[config.mk]
export PLATFORM = sky130hd
export DESIGN_NAME = cpu_sequencer
export DESIGN_NICKNAME = d
export VERILOG_FILES = /design/src/rtl/cpu_sequencer.sv
export SDC_FILE = /design/constraint.sdc
export NUM_CORES = 1
export LEC_CHECK = 0
export BUFFER_PORTS_ARGS = -buffer_cell sky130_fd_sc_hd__buf_4
export CELL_PAD_IN_SITES_DETAIL_PLACEMENT = 0
export CELL_PAD_IN_SITES_GLOBAL_PLACEMENT = 2
export CORE_ASPECT_RATIO = 0.5
export CORE_MARGIN = 8
export CORE_UTILIZATION = 28
export DETAILED_ROUTE_END_ITERATION = 16
export PLACE_DENSITY_LB_ADDON = 0.1
export SYNTH_ARGS = -nofsm -noshare
export SYNTH_HDL_FRONTEND = slang
export SYNTH_SLANG_ARGS = --single-unit
[constraint.sdc]
create_clock -name clk -period 2 [get_ports clk]
set_clock_uncertainty 0.15 [all_clocks]
set_input_delay 0 -clock clk [delete_from_list [all_inputs] [get_ports clk]]
set_output_delay 0 -clock clk [all_outputs]
set_load 0.02 [all_outputs]
[src/rtl/cpu_sequencer.sv]
// rtl/cpu_sequencer.sv - fetch/decode/execute/writeback sequencer for the 4-bit processor
module cpu_sequencer #(
    parameter int PC_W     = 4,
    parameter int PROG_LEN = 16
) (
    input  logic            clk,
    input  logic            rst_n,
    input  logic            start,
    input  logic            stop,
    output logic            imem_req,
    output logic [PC_W-1:0] imem_addr,
    input  logic            imem_ack,
    input  logic [3:0]      imem_data,
    output logic            alu_en,
    output logic            alu_op,
    output logic [1:0]      alu_imm,
    output logic            rf_sel,
    output logic            rf_we,
    output logic            busy,
    output logic            halted,
    output logic [PC_W-1:0] pc_o
);

    // One-hot state bit positions; strobes are taken straight from these flops.
    localparam int B_IDLE   = 0;
    localparam int B_FETCH  = 1;
    localparam int B_DECODE = 2;
    localparam int B_EXEC   = 3;
    localparam int B_WB     = 4;
    localparam int B_HALT   = 5;

    typedef enum logic [5:0] {
        S_IDLE   = 6'b000001,
        S_FETCH  = 6'b000010,
        S_DECODE = 6'b000100,
        S_EXEC   = 6'b001000,
        S_WB     = 6'b010000,
        S_HALT   = 6'b100000
    } state_t;

    // Last legal program address; wrap happens here rather than at PC_W overflow.
    localparam logic [PC_W-1:0] PC_LAST = PC_W'(PROG_LEN - 1);
    localparam logic [PC_W-1:0] PC_ONE  = PC_W'(1);

    state_t          state;
    state_t          state_next;
    logic [PC_W-1:0] pc;
    logic [3:0]      instr;
    logic            stop_pend;
    logic            pc_at_last;
    logic            in_flight;

    assign pc_at_last = (pc == PC_LAST);
    assign in_flight  = state[B_FETCH] | state[B_DECODE] | state[B_EXEC] | state[B_WB];

    // State register; reset forces IDLE so every decoded output drops at once.
    always_ff @(posedge clk or negedge rst_n) begin
        if (!rst_n) begin
            state <= S_IDLE;
        end else begin
            state <= state_next;
        end
    end

    // Next-state logic: one instruction at a time, halt after WB of last or stopped instruction.
    always_comb begin
        state_next = state;
        unique case (state)
            S_IDLE: begin
                if (start) begin
                    state_next = S_FETCH;
                end
            end
            S_FETCH: begin
                if (imem_ack) begin
                    state_next = S_DECODE;
                end
            end
            S_DECODE: begin
                state_next = S_EXEC;
            end
            S_EXEC: begin
                state_next = S_WB;
            end
            S_WB: begin
                if (pc_at_last || stop_pend || stop) begin
                    state_next = S_HALT;
                end else begin
                    state_next = S_FETCH;
                end
            end
            S_HALT: begin
                if (start) begin
                    state_next = S_FETCH;
                end
            end
            default: begin
                state_next = S_IDLE;
            end
        endcase
    end

    // Program counter: advances modulo PROG_LEN at WB, rewinds to 0 on a fresh start.
    always_ff @(posedge clk or negedge rst_n) begin
        if (!rst_n) begin
            pc <= '0;
        end else if (state[B_WB]) begin
            pc <= pc_at_last ? '0 : pc + PC_ONE;
        end else if ((state[B_IDLE] || state[B_HALT]) && start) begin
            pc <= '0;
        end
    end

    // Instruction latch: only the accepting FETCH edge may load imem_data.
    always_ff @(posedge clk or negedge rst_n) begin
        if (!rst_n) begin
            instr <= '0;
        end else if (state[B_FETCH] && imem_ack) begin
            instr <= imem_data;
        end
    end

    // Sticky stop request, armed only while an instruction is in flight.
    always_ff @(posedge clk or negedge rst_n) begin
        if (!rst_n) begin
            stop_pend <= 1'b0;
        end else if (state[B_HALT]) begin
            stop_pend <= 1'b0;
        end else if (in_flight && stop) begin
            stop_pend <= 1'b1;
        end
    end

    assign imem_req  = state[B_FETCH];
    assign imem_addr = pc;
    assign alu_en    = state[B_EXEC];
    assign rf_we     = state[B_WB];
    assign busy      = in_flight;
    assign halted    = state[B_HALT];
    assign pc_o      = pc;

    assign rf_sel    = instr[3];
    assign alu_op    = instr[2];
    assign alu_imm   = instr[1:0];

endmodule

==> impl_metrics.yaml <==
global_routing:
  grt_remaining_overflow: 0
  grt_pass1_vias: 751
  use_met1_pct: 11.16
  gr-usage-met3_pct: 4.366
  grt_max_degree: 19
  antenna_found_initial: 0
  grt_usage_pct: 9.465
  grt_pass1_wl_um: 3574
  grt_use_met2_pct: 14.80
  globalRoute.busiestLayer: "met2"
drt:
  drc_errors: 0
  routed_via_density: 4.720
  wl_per_cell_um: 14.43
  vias: 708
  antenna_left: 0
  wl_um: 2164
  drtIter0Drc: 8
  drt-pass1-iter-count: 4
logic_synthesis:
  syn_area_um2: 787.0
  synth_area_leader_cell: "dfrtp_1"
  synth.area.top_cells: "dfrtp_1 45%, mux2_2 5.7%, o21ai_0 4.5%"
  synth_nets: 90
  synth_top_area_share_pct: 44.52
  synth_common_cells: "14 x dfrtp_1, 9 x nand2_1, 7 x o21ai_0"
  yosys_warnings: 0
  synthCells: 80
  async_reset_ff_share_pct: 100.0
  avgSynthCellArea_um2: 9.838
  post-synth-top-count-cell: "dfrtp_1"
  synth-seq-cells: 15
  synth.distinct_cells: 31
  yosysSeqAreaShare_pct: 47.85
  synth_edf_count: 0
  synth_ff_type: "dfrtp_1"
sta:
  slew_headroom_pct: 58.82
  setup_tns_ps: 0
  hold_violations: 0
  worst_pin_slew_ps: 611.2
  fin_crit_sh_pct: 88.51
  setup_viol: 0
  rsz0062_at_grt: "false"
  final_max_slew_viol_count: 0
  fin_ws_ps: 229.7
  fmax_mhz: 564.9
  min_period_ps: 1770
finish:
  final_layout_size_suffix_gt1_share_pct: 33.63
  antennaDiodeCount: 0
  n_fill_cell: 278
  syn_to_final_growth_pct: 43.88
  nets: 124
clock_tree:
  cts_buffers: 3
  htreeDepth: 1
  root_buffer: "clkbuf_8"
  numClockSinks: 15
  cts_resized: 0
  ctsHoldBuffers: 10
  cts_tree: "built"
  clockBufferDepth: 2
  post_cts_buffers: 0
  cts.clk_slew.worst_paths_ps: 60
  clock_latency_ps: 250
floorplanning:
  dieArea_mm2: 0.004866
  core_area_mm2: 0.002635
  die_y_um: 53.49
  initial_core_util_pct: 29.87
  die_x_um: 90.98
  io_pins: 26
  core.rowCount: 13
critical_path:
  crit_top_cell: "dlygate4sd3_1"
  cp.required_ps: 2260
  crit_arrival_ps: 2040
  worst-setup-path-type: "primary input to async pin"
  crit_start: "rst_n"
  reg2reg_to: "state[1]"
  worst_setup_path_end_kind: "async pin"
  crit_fanout: 10
  r2r_start: "state[1]"
  rr_worst_depth: 3
  reg2reg_slack_ps: 380
  max_stage_delay_ps: 760
  crit_slowest_cell: "dlygate4sd3_1"
  cp_cell_sequence: "dlygate4sd3_1, dlygate4sd3_1, buf_4, dlygate4sd3_1"
  setup.worst_path.start_class: "primary input"
placed_design:
  port_buffers: 25
  pre_cts_slack_ps: 385.6
  dp_hpwl_um: 1573
  place_congestion: 0.7788
status:
  status: "finished clean"
pwr:
  p_leak_nw: 0.5228
  p_per_area_mw_per_mm2: 1085
  vdd_drop_max_uv: 458.0
min_path:
  min_path_cells: 1
  hp-class: "flip-flop to flip-flop"
  min-delay-start: "instr[2]"
  min_to: "instr[2]"
job:
  cap_violations: 0
[stage by stage]
| stage | power, mW | utilization (%) | area [µm²] | cells | hold slack (ps) |
|---|---|---|---|---|---|
| global placement | 0.9704 | 37.42 | 985.9 | 136 | -283.8 |
| finish | 1.229 | 42.97 | 1132 | 150 | 354.8 |
| CTS | 1.247 | 42.97 | 1132 | 150 | 358.2 |
| global route | 1.306 | 42.97 | 1132 | 150 | 374.6 |
| floorplan | 0.7631 | - | 787.0 | 80 | -445.6 |
| detailed placement | 0.9774 | 37.42 | 985.9 | 136 | -280.5 |
[cells by family (layout without fill, tap and decap cells)]
| kind of cell | Yosys count | count (layout) | share of synthesized area (%) |
|---|---|---|---|
| flops | 15 | 15 | 47.85 |
| compound gates | 17 | 17 | 13.35 |
| simple gates | 29 | 29 | 19.88 |
| xor+xnor | 3 | 3 | 3.339 |
| buf+inv | 11 | 44 | 8.267 |
| fa+ha+maj | 1 | 1 | 1.590 |
| mux | 4 | 4 | 5.723 |
[placed cells by master (no fill, tap or decap), types with 2 or more instances in the layout]
cell / count
inv_1: 2
buf_4: 28
nor2_1: 6
dlygate4sd3_1: 10
a31oi_1: 2
clkbuf_8: 3
mux2_2: 4
xor2_1: 2
nand2_1: 9
dfrtp_1: 14
o311ai_1: 2
a21oi_1: 3
o21ai_0: 7
nor3_1: 4
[layer usage]
layer	share of wire [%]	vias up	routed length [µm]
met5	0	-	0
li1	-	342	-
met1	50	339	1084
met2	41	23	895
met3	6.7	4	145
met4	1.8	0	39
[registers in the layout (all words and copies together), names as in the netlist]
name       cells
stop_pend      1
imem_addr      4
state          6
instr          4
[critical path: cells and delay by family]
kind / cells / cell delay (ps)
buffers and inverters: 4 / 2030
[area by class of cell]
class / count / area [µm²] / area share, %
Sequential cell: 15 / 376.6 / 33.26
Multi-Input combinational cell: 54 / 345.3 / 30.50
Timing Repair Buffer: 38 / 310.3 / 27.40
Tap cell: 37 / 46.29 / 4.088
Clock buffer: 3 / 41.29 / 3.646
Inverter: 2 / 7.507 / 0.6630
Clock inverter: 1 / 5.005 / 0.4420
[power breakdown]
part / internal, mW / total, mW / switching [mW]
Combinational: 0.259 / 0.528 / 0.269
Sequential: 0.387 / 0.454 / 0.0671
Clock: 0.138 / 0.247 / 0.109
Total: 0.783 / 1.23 / 0.445
[worst max-delay path by stage]
stage | endpoint | slack, ps
final | state[5] | 230
after global routing | stop_pend | 150
after CTS | state[5] | 230
after detailed placement | state[1] | 390
after global placement | state[1] | 400
after floorplan | state[1] | 140
Power figures use the tool's default switching activity.
